$ cat src/rtl/ram_ctrl_pkg.sv
// Shared types for the RAM request controller: request/response payloads
// and the run/drain/halt control states.
package ram_ctrl_pkg;

  localparam int ADDR_W = 8;
  localparam int DATA_W = 8;

  typedef struct packed {
    logic              we;
    logic [ADDR_W-1:0] addr;
    logic [DATA_W-1:0] wdata;
  } req_t;

  typedef struct packed {
    logic [DATA_W-1:0] rdata;
    logic [ADDR_W-1:0] addr;
  } rsp_t;

  typedef enum logic [1:0] {
    ST_RUN   = 2'd0,
    ST_DRAIN = 2'd1,
    ST_HALT  = 2'd2
  } ctrl_state_e;

endpackage

$ cat src/rtl/ram_req_ctrl_sync_fifo.sv
// Synchronous FIFO, power-of-two depth, show-ahead read port and occupancy
// count. A push into a full FIFO is accepted only when a pop happens in the
// same cycle.
module sync_fifo #(
  parameter int WIDTH = 8,
  parameter int DEPTH = 4
) (
  input  logic                       clk,
  input  logic                       rst,
  input  logic                       push,
  input  logic [WIDTH-1:0]           wdata,
  input  logic                       pop,
  output logic [WIDTH-1:0]           rdata,
  output logic [$clog2(DEPTH):0]     count
);

  localparam int AW = $clog2(DEPTH);
  localparam int CW = AW + 1;

  logic [WIDTH-1:0] mem [DEPTH];
  logic [AW-1:0]    wr_ptr;
  logic [AW-1:0]    rd_ptr;
  logic             do_push;
  logic             do_pop;

  assign do_pop  = pop && (count != '0);
  assign do_push = push && ((count != CW'(DEPTH)) || do_pop);
  assign rdata   = mem[rd_ptr];

  // Pointer and occupancy bookkeeping
  always_ff @(posedge clk or negedge rst) begin
    if (!rst) begin
      wr_ptr <= '0;
      rd_ptr <= '0;
      count  <= '0;
    end else begin
      if (do_push) wr_ptr <= wr_ptr + 1'b1;
      if (do_pop)  rd_ptr <= rd_ptr + 1'b1;
      case ({do_push, do_pop})
        2'b10:   count <= count + 1'b1;
        2'b01:   count <= count - 1'b1;
        default: count <= count;
      endcase
    end
  end

  // Storage array, payload only
  always_ff @(posedge clk) begin
    if (do_push) mem[wr_ptr] <= wdata;
  end

endmodule

$ cat src/rtl/ram_req_ctrl.sv
// Request-side controller in front of a 256x8 single-port RAM with a
// one-cycle registered read (data_out/valid_out). Requests are queued and
// issued in order, one per cycle; reads only issue when the response FIFO
// is guaranteed room for them. Optional statistics counters are built when
// RAM_REQ_CTRL_STATS_EN is defined; otherwise wr_count/rd_count read as 0.
module ram_req_ctrl import ram_ctrl_pkg::*; #(
  parameter int REQ_DEPTH = 4,
  parameter int RSP_DEPTH = 4
) (
  input  logic              clk,
  input  logic              rst,
  input  logic              req_valid,
  output logic              req_ready,
  input  logic              req_we,
  input  logic [ADDR_W-1:0] req_addr,
  input  logic [DATA_W-1:0] req_wdata,
  output logic              rsp_valid,
  input  logic              rsp_ready,
  output logic [DATA_W-1:0] rsp_rdata,
  output logic [ADDR_W-1:0] rsp_addr,
  output logic [DATA_W-1:0] ram_data_in,
  output logic              ram_we,
  output logic              ram_re,
  output logic [ADDR_W-1:0] ram_addr,
  input  logic [DATA_W-1:0] ram_data_out,
  input  logic              ram_valid_out,
  input  logic              drain,
  output logic              idle,
  output logic [15:0]       wr_count,
  output logic [15:0]       rd_count
);

  localparam int QCW = $clog2(REQ_DEPTH) + 1;
  localparam int RCW = $clog2(RSP_DEPTH) + 1;

  ctrl_state_e      state;
  req_t             req_in;
  req_t             req_head;
  rsp_t             rsp_in;
  rsp_t             rsp_head;
  logic [QCW-1:0]   req_count;
  logic [RCW-1:0]   rsp_count;
  logic             req_full;
  logic             req_empty;
  logic             req_push;
  logic [1:0]       inflight;
  logic [RCW:0]     rsp_occ;
  logic             issue;
  logic             rd_issue;
  logic             capture;
  logic             rsp_pop;
  logic [ADDR_W-1:0] tag_p1;

  assign req_full  = (req_count == QCW'(REQ_DEPTH));
  assign req_empty = (req_count == '0);
  assign req_ready = rst && !req_full && (state == ST_RUN);
  assign req_push  = req_valid && req_ready;
  assign req_in    = '{we: req_we, addr: req_addr, wdata: req_wdata};

  sync_fifo #(.WIDTH($bits(req_t)), .DEPTH(REQ_DEPTH)) u_req_fifo (
    .clk   (clk),
    .rst   (rst),
    .push  (req_push),
    .wdata (req_in),
    .pop   (issue),
    .rdata (req_head),
    .count (req_count)
  );

  // Space check covers both buffered responses and reads still in the RAM,
  // so every issued read is guaranteed a response slot.
  assign rsp_occ  = {1'b0, rsp_count} + (RCW+1)'(inflight);
  assign issue    = !req_empty && (req_head.we || (rsp_occ < (RCW+1)'(RSP_DEPTH)));
  assign rd_issue = issue && !req_head.we;
  assign capture  = ram_valid_out && (inflight != 2'd0);

  // Issue register: at most one RAM command per cycle, in queue order
  always_ff @(posedge clk or negedge rst) begin
    if (!rst) begin
      ram_we      <= 1'b0;
      ram_re      <= 1'b0;
      ram_addr    <= '0;
      ram_data_in <= '0;
    end else begin
      ram_we <= issue && req_head.we;
      ram_re <= rd_issue;
      if (issue) begin
        ram_addr    <= req_head.addr;
        ram_data_in <= req_head.wdata;
      end
    end
  end

  // Reads issued but not yet captured from the RAM
  always_ff @(posedge clk or negedge rst) begin
    if (!rst) begin
      inflight <= 2'd0;
    end else begin
      case ({rd_issue, capture})
        2'b10:   inflight <= inflight + 2'd1;
        2'b01:   inflight <= inflight - 2'd1;
        default: inflight <= inflight;
      endcase
    end
  end

  // Address tag, second stage (ram_addr is the first); lines up with valid_out
  always_ff @(posedge clk) begin
    if (ram_re) tag_p1 <= ram_addr;
  end

  assign rsp_in  = '{rdata: ram_data_out, addr: tag_p1};
  assign rsp_pop = rsp_valid && rsp_ready;

  sync_fifo #(.WIDTH($bits(rsp_t)), .DEPTH(RSP_DEPTH)) u_rsp_fifo (
    .clk   (clk),
    .rst   (rst),
    .push  (capture),
    .wdata (rsp_in),
    .pop   (rsp_pop),
    .rdata (rsp_head),
    .count (rsp_count)
  );

  assign rsp_valid = (rsp_count != '0);
  assign rsp_rdata = rsp_valid ? rsp_head.rdata : '0;
  assign rsp_addr  = rsp_valid ? rsp_head.addr  : '0;

  assign idle = req_empty && !rsp_valid && (inflight == 2'd0) && !ram_we && !ram_re;

  // Run/drain/halt control; drain completes once nothing is queued or in the RAM
  always_ff @(posedge clk or negedge rst) begin
    if (!rst) begin
      state <= ST_RUN;
    end else begin
      case (state)
        ST_RUN:   if (drain) state <= ST_DRAIN;
        ST_DRAIN: begin
          if (!drain)
            state <= ST_RUN;
          else if (req_empty && (inflight == 2'd0) && !ram_we && !ram_re)
            state <= ST_HALT;
        end
        ST_HALT:  if (!drain) state <= ST_RUN;
        default:  state <= ST_RUN;
      endcase
    end
  end

  // Return data with no outstanding read behind it is dropped
  a_no_orphan_rsp: assert property (@(posedge clk) disable iff (!rst)
    ram_valid_out |-> (inflight != 2'd0));

`ifdef RAM_REQ_CTRL_STATS_EN
  function automatic logic [15:0] sat_inc16(input logic [15:0] v);
    return (v == 16'hFFFF) ? v : v + 16'd1;
  endfunction

  // Saturating counts of issued writes and captured reads
  always_ff @(posedge clk or negedge rst) begin
    if (!rst) begin
      wr_count <= 16'd0;
      rd_count <= 16'd0;
    end else begin
      if (issue && req_head.we) wr_count <= sat_inc16(wr_count);
      if (capture)              rd_count <= sat_inc16(rd_count);
    end
  end
`else
  assign wr_count = 16'd0;
  assign rd_count = 16'd0;
`endif

endmodule

$ cat config.mk
export PLATFORM = sky130hd
export DESIGN_NAME = ram_req_ctrl
export DESIGN_NICKNAME = d
export VERILOG_FILES = /design/src/rtl/ram_ctrl_pkg.sv /design/src/rtl/ram_req_ctrl_sync_fifo.sv /design/src/rtl/ram_req_ctrl.sv
export SDC_FILE = /design/constraint.sdc
export NUM_CORES = 1
export LEC_CHECK = 0
export ABC_AREA = 0
export ABC_CLOCK_PERIOD_IN_PS = 4680
export BUFFER_PORTS_ARGS = -buffer_cell sky130_fd_sc_hd__buf_4
export CORE_MARGIN = 2
export CORE_UTILIZATION = 34
export CTS_CLUSTER_DIAMETER = 120
export CTS_CLUSTER_SIZE = 25
export DETAILED_ROUTE_END_ITERATION = 16
export GPL_TIMING_DRIVEN = 0
export SETUP_SLACK_MARGIN = 0.02
export SYNTH_ARGS = -nofsm -noshare
export SYNTH_HDL_FRONTEND = slang
export SYNTH_HIERARCHICAL = 1
export SYNTH_SLANG_ARGS = --single-unit
$ cat constraint.sdc
create_clock -name clk -period 4.68 [get_ports clk]
set_input_delay 0.234 -clock clk [delete_from_list [all_inputs] [get_ports clk]]
set_output_delay 0.234 -clock clk [all_outputs]
set_load 0.05 [all_outputs]
==> Yosys cells after proc, flatten, opt, wreduce, memory -nomap -nowiden <==
Memories as Yosys holds them, arrays and structs flattened.
Index checks and enable logic that the tools add are counted.
{ "op_classes": {"addsub": 11, "order_cmp": 1, "n_eq_ne": 14, "muxes": 14, "n_reduce_logical": 38} }
{ "ops": {"columns": ["cell", "n"], "rows": [
  ["logical AND 1 bit", 19],
  ["two-way mux 8 bit", 2],
  ["one-hot mux 3 bit (2 select lines)", 2],
  ["adder 2 x 1 -> 2 bit (second input constant)", 5],
  ["!= test 3 bit (second input constant)", 3],
  ["== test 2 x 1 -> 1 bit (second input constant)", 4],
  ["== test 2 bit (second input constant)", 4],
  ["two-way mux 2 bit", 4],
  ["nonzero test 2 bit", 4],
  ["adder 3 x 1 -> 3 bit (second input constant)", 2],
  ["zero test 1 bit", 6],
  ["one-hot mux 2 bit (3 select lines)", 1],
  ["nonzero test 3 bit", 2],
  ["subtractor 3 x 1 -> 3 bit (second input constant)", 2],
  ["adder 3 x 2 -> 4 bit", 1],
  ["zero test 2 bit", 2],
  ["less-than comparator 4 x 3 -> 1 bit (second input constant)", 1],
  ["two-way mux 1 bit", 4],
  ["!= test 2 bit (second input constant)", 2],
  ["one-hot mux 2 bit (2 select lines)", 1],
  ["== test 3 bit (second input constant)", 1],
  ["zero test 3 bit", 1],
  ["logical OR 1 bit", 3],
  ["AND reduction 3 bit", 1],
  ["subtractor 2 x 1 -> 2 bit (second input constant)", 1]
]} }
{ "totals": {"reg_bits": 44, "mem_bits_rw": 132, "in_bits": 31, "output_inout_bits": 69, "word_cells": 93, "mem_count": 2} }
{ "mem_list": {"columns": ["name", "depth", "word_bits", "read_ports", "rd_ports_with_merged_regs", "write_ports", "line", "source"], "rows": [
  ["u_req_fifo.mem", 4, 17, 1, 0, 1, "ram_req_ctrl_sync_fifo.sv:20", "logic [WIDTH-1:0] mem [DEPTH];"],
  ["u_rsp_fifo.mem", 4, 16, 1, 0, 1, "ram_req_ctrl_sync_fifo.sv:20", null]
]} }

==> Depth between registers and ports, before layout <==
{ "depth": {"word_depth": 9, "depth_mapped": 13, "ltp_nobuf": 10} }

==> Hierarchy <==
Netlist, hierarchy kept.
{ "by_module_without_submodules": {"columns": ["module", "instances", "cells_per_inst", "area_each_um2", "seq_area_each_um2"], "rows": [
  ["sync_fifo (u_req_fifo)", 1, 138, 2975.4, 2217.1],
  ["sync_fifo (u_rsp_fifo)", 1, 129, 2793.9, 2097.0],
  ["ram_req_ctrl", 1, 129, 1599.0, 790.8]
]} }

==> Least setup slack after synthesis <==
OpenSTA, ideal clock, no wires.
{ "synth_timing": {"path_kind": "flip-flop to flip-flop", "from": "register u_req_fifo.count[1]", "to": "memory u_req_fifo/mem[0][0] in the netlist's numbering, enable pin", "setup_time_ns": 0.375, "arrival_time_ns": 4.348, "t_required_ns": 4.305, "slack_ns": -0.043, "stages_incl_launch_ff": 6, "path_buffers": 0, "synth_period_minus_slack_ns": 4.723, "path_cell_list": "dfrtp_1 > nor2_1 > a2111oi_0 > and2_1 > nor2b_2 > and2_1"} }
{ "synth_via": {"elab_chain_cells": 8, "elab_cells_between_ends": 15, "cone_classes": "eq/ne (2); mux (2); reduce/logical (11)"} }
{ "synth_lines": {"columns": ["item", "line", "source"], "rows": [
  ["from (decl)", "ram_req_ctrl_sync_fifo.sv:14", "output logic [$clog2(DEPTH):0] count"],
  ["from (signal assigned)", "ram_req_ctrl_sync_fifo.sv:40", "2'b10: count <= count + 1'b1;"],
  ["from (signal assigned)", "ram_req_ctrl_sync_fifo.sv:41", "2'b01: count <= count - 1'b1;"],
  ["from (signal assigned)", "ram_req_ctrl_sync_fifo.sv:42", "default: count <= count;"],
  ["== test 3 bit", "ram_req_ctrl.sv:54", "assign req_full = (req_count == QCW'(REQ_DEPTH));"],
  ["zero test 1 bit", "ram_req_ctrl.sv:56", "assign req_ready = rst && !req_full && (state == ST_RUN);"],
  ["logical AND 1 bit (2 in a row)", "ram_req_ctrl.sv:56", null],
  ["named net req_ready", "ram_req_ctrl.sv:13", "output logic req_ready,"],
  ["logical AND 1 bit", "ram_req_ctrl.sv:57", "assign req_push = req_valid && req_ready;"],
  ["named net req_push", "ram_req_ctrl.sv:45", "logic req_push;"],
  ["logical AND 1 bit", "ram_req_ctrl_sync_fifo.sv:27", "assign do_push = push && ((count != CW'(DEPTH)) || do_pop);"],
  ["two-way mux 1 bit", "ram_req_ctrl_sync_fifo.sv:49", "if (do_push) mem[wr_ptr] <= wdata;"],
  ["two-way mux 1 bit (implied by the code)", "ram_req_ctrl_sync_fifo.sv:49", null],
  ["to (decl)", "ram_req_ctrl_sync_fifo.sv:20", null]
]} }
The timed path passes the listed nets, and every way through them passes these cells.

==> run metrics <==
CTS tree=yes; Hold Buf Count CTS=9; Fin Setup TNS=0 ns; Area growth syn-to-layout=22.23%; WL/cell=16.36 um; core footprint=0.02115 mm^2; top-count cell post-synth=edfxtp_1; initial antenna violation count=0; top_reg_cell synth=edfxtp_1; mux cell area share after synthesis=13.91%; largest net degree at the start of global routing=38; largest cells by area after synthesis=edfxtp_1 57%, dfrtp_1 12%, mux4_2 10%; Synth Register Bits=176; Reg clk slew, reported paths=0.07 ns; Fmax=275.4 MHz; Yosys top cell area share=57.06%; clk sinks=176; wirelength, routed=13280 um; Slew HR=34.17%; CTS HTree Levels=4; Yosys cell types=45; CP Class=flip-flop to flip-flop; Worst Path Arrival=3.98 ns; FP Rows=53; Worst Path Required=5.03 ns; worst-margin pin slew=0.9875 ns; post-route cell area=0.009006 mm^2; hold slack final=0.01828 ns; period utilization=77.58%; reg2reg path depth=13; TritonCTS Buffers=17; Placer Congestion=0.6723; DRT iter0 DRCs=232; sequential area share after synthesis=69.28%; grt ovf=0; die area=0.02286 mm^2; initial core utilization=34.83%; Synth Area in Compound Gates=2.224%; largest area contributor in the netlist=edfxtp_1; crit path max fanout=10; Post-Synth Simple-Gate Area=5.213%; share of layout cells above drive strength 1=38.36%; final hold vios=0; Slew Limit Fails=0; nets=567; largest family of logic cells by synthesized area=multiplexers; endpoints failing setup=0; RSZ-0062 raised after global routing=false; max cap viols=0; status=complete, no violations; total track usage=12.06%; antenna viol nets, final=0; DR DRC count=0; drt pass-1 iters=4; Synth Area in XOR/XNOR=1.664%; number of synthesized flops with an enable pin=140; Ports=100; Critical Path Start Type=flip-flop; worst vdd ir=319.9 uV; post-DP HPWL=8613 um; Synth Cell Area=0.007368 mm^2; Hold Crit Class=primary input to flip-flop; IO Port Bufs=67; Post-CTS Setup Inserts=0; P per Cell Area=711.7 mW/mm^2; Syn Area/Cell=18.61 um^2; LEAKAGE=3.384 nW; Hold Crit Depth=1; DR vias=3607; root buffer cell=clkbuf_16; first-pass GRT wire length=20400 um; Syn Inst Count=396; Commonest cells post-synth=140 x edfxtp_1, 36 x dfrtp_1, 35 x buf_4; warnings from Yosys=6; FFs w/ async S/R, synth=20.45%; Worst setup EP type=flip-flop; final setup skew=0.008856 ns; chip height=151.2 um; Post-Synth Adder-Cell Area=2.241%; n_diodes=0; Max Buffers Root-to-Sink=2; via density per instance=4.442; Post-DP Area=0.008333 mm^2; cts repair resizes=0; worst-skew pair later-pin latency=0.42 ns; vias in the first global route=3785; die width=151.2 um; fin crit period=3.631 ns
==> layout make-up <==
cell class,count,area (um^2)
multi-input cells,190,1982
plain buffers,47,346.6
inverters,14,52.55
clock buffers,18,429.2
fillers,1886,12150
well taps,275,344.1
repair buffers,78,613.1
clock inverters,14,133.9
flip-flops and latches,176,5105
==> state kept, by name, indices dropped and copies added, names as in the netlist <==
register,cells
ram_addr,8
ram_re,1
u_req_fifo/wr_ptr,2
u_rsp_fifo/rd_ptr,2
tag_p1,8
u_req_fifo/count,3
u_req_fifo/rd_ptr,2
state,2
inflight,2
u_rsp_fifo/count,3
u_req_fifo/mem,68
ram_we,1
ram_data_in,8
u_rsp_fifo/wr_ptr,2
u_rsp_fifo/mem,64
==> stage by stage <==
stage          instances  power, W  util [%]  setup WS (ns)
2_1_floorplan        427  0.004409         -         0.6852
3_3_place_gp         769  0.005064     39.39          1.142
3_5_place_dp         769  0.005154     39.39          1.008
4_1_cts              810  0.006497     42.48         0.9812
5_1_grt              812  0.006777     42.57         0.7774
6_report             812  0.006409     42.57          1.049
==> logic make-up after synthesis <==
group	count (synthesis)
AO/OA/AOI/OAI	19
XOR/XNOR	14
adder cells (fa/ha/maj)	12
buffers and inverters	61
flip-flops	176
multiplexers	55
other	1
AND/OR/NAND/NOR	58
==> critical path: stages (launching register included) <==
cell and delay (ns):
dfrtp_1 0.37, buf_4 0.20, mux4_2 0.45, o21bai_1 0.19
o211ai_4 0.23, buf_12 0.22, inv_1 0.05, clkbuf_1 0.33
o31a_1 0.31, or2b_1 0.26, fa_1 0.38, nand2b_1 0.17
o32ai_2 0.22, xor2_1 0.16
==> placed cells by master (no fill, tap or decap), drive strengths merged, types with 5 or more instances in the layout <==
master / netlist / layout
edfxtp: 140 / 140
buf: 44 / 111
dfrtp: 36 / 36
mux4: 33 / 33
conb: 1 / 32
and2: 27 / 27
mux2: 22 / 22
clkbuf: 3 / 21
inv: 14 / 18
dlygate4sd3: 0 / 11
ha: 10 / 10
xnor2: 7 / 7
xor2: 7 / 7
o21ai: 6 / 6
clkinvlp: 0 / 5
==> final timing paths <==
path	startpoint	slack, ns	end
hold reg to reg	ram_addr[1]	0.48	tag_p1[1]
min in group asynchronous	rst	0.35	u_req_fifo/wr_ptr[1]
setup / recovery	u_req_fifo/rd_ptr[0]	1.05	u_req_fifo/count[2]
max in group asynchronous	rst	3.96	ram_addr[0]
hold / removal	req_addr[4]	0.02	u_req_fifo/mem[2][12]
setup reg to reg	u_req_fifo/rd_ptr[0]	1.05	u_req_fifo/count[2]
==> metal layers <==
layer	vias to the layer above	share of wire [%]	routed length (um)	GRT usage [%]
met5	-	0	0	0
met4	0	0.87	115	3.785
met3	9	5.0	665	3.795
met2	77	51	6815	20.59
met1	1827	43	5686	14.60
li1	1694	-	-	-
==> power by group <==
group	internal, W	switching [W]
clock	0.000740	0.000591
combinational	0.00116	0.00165
sequential	0.00207	0.000200
No activity file was read; power rests on OpenSTA's default activity.
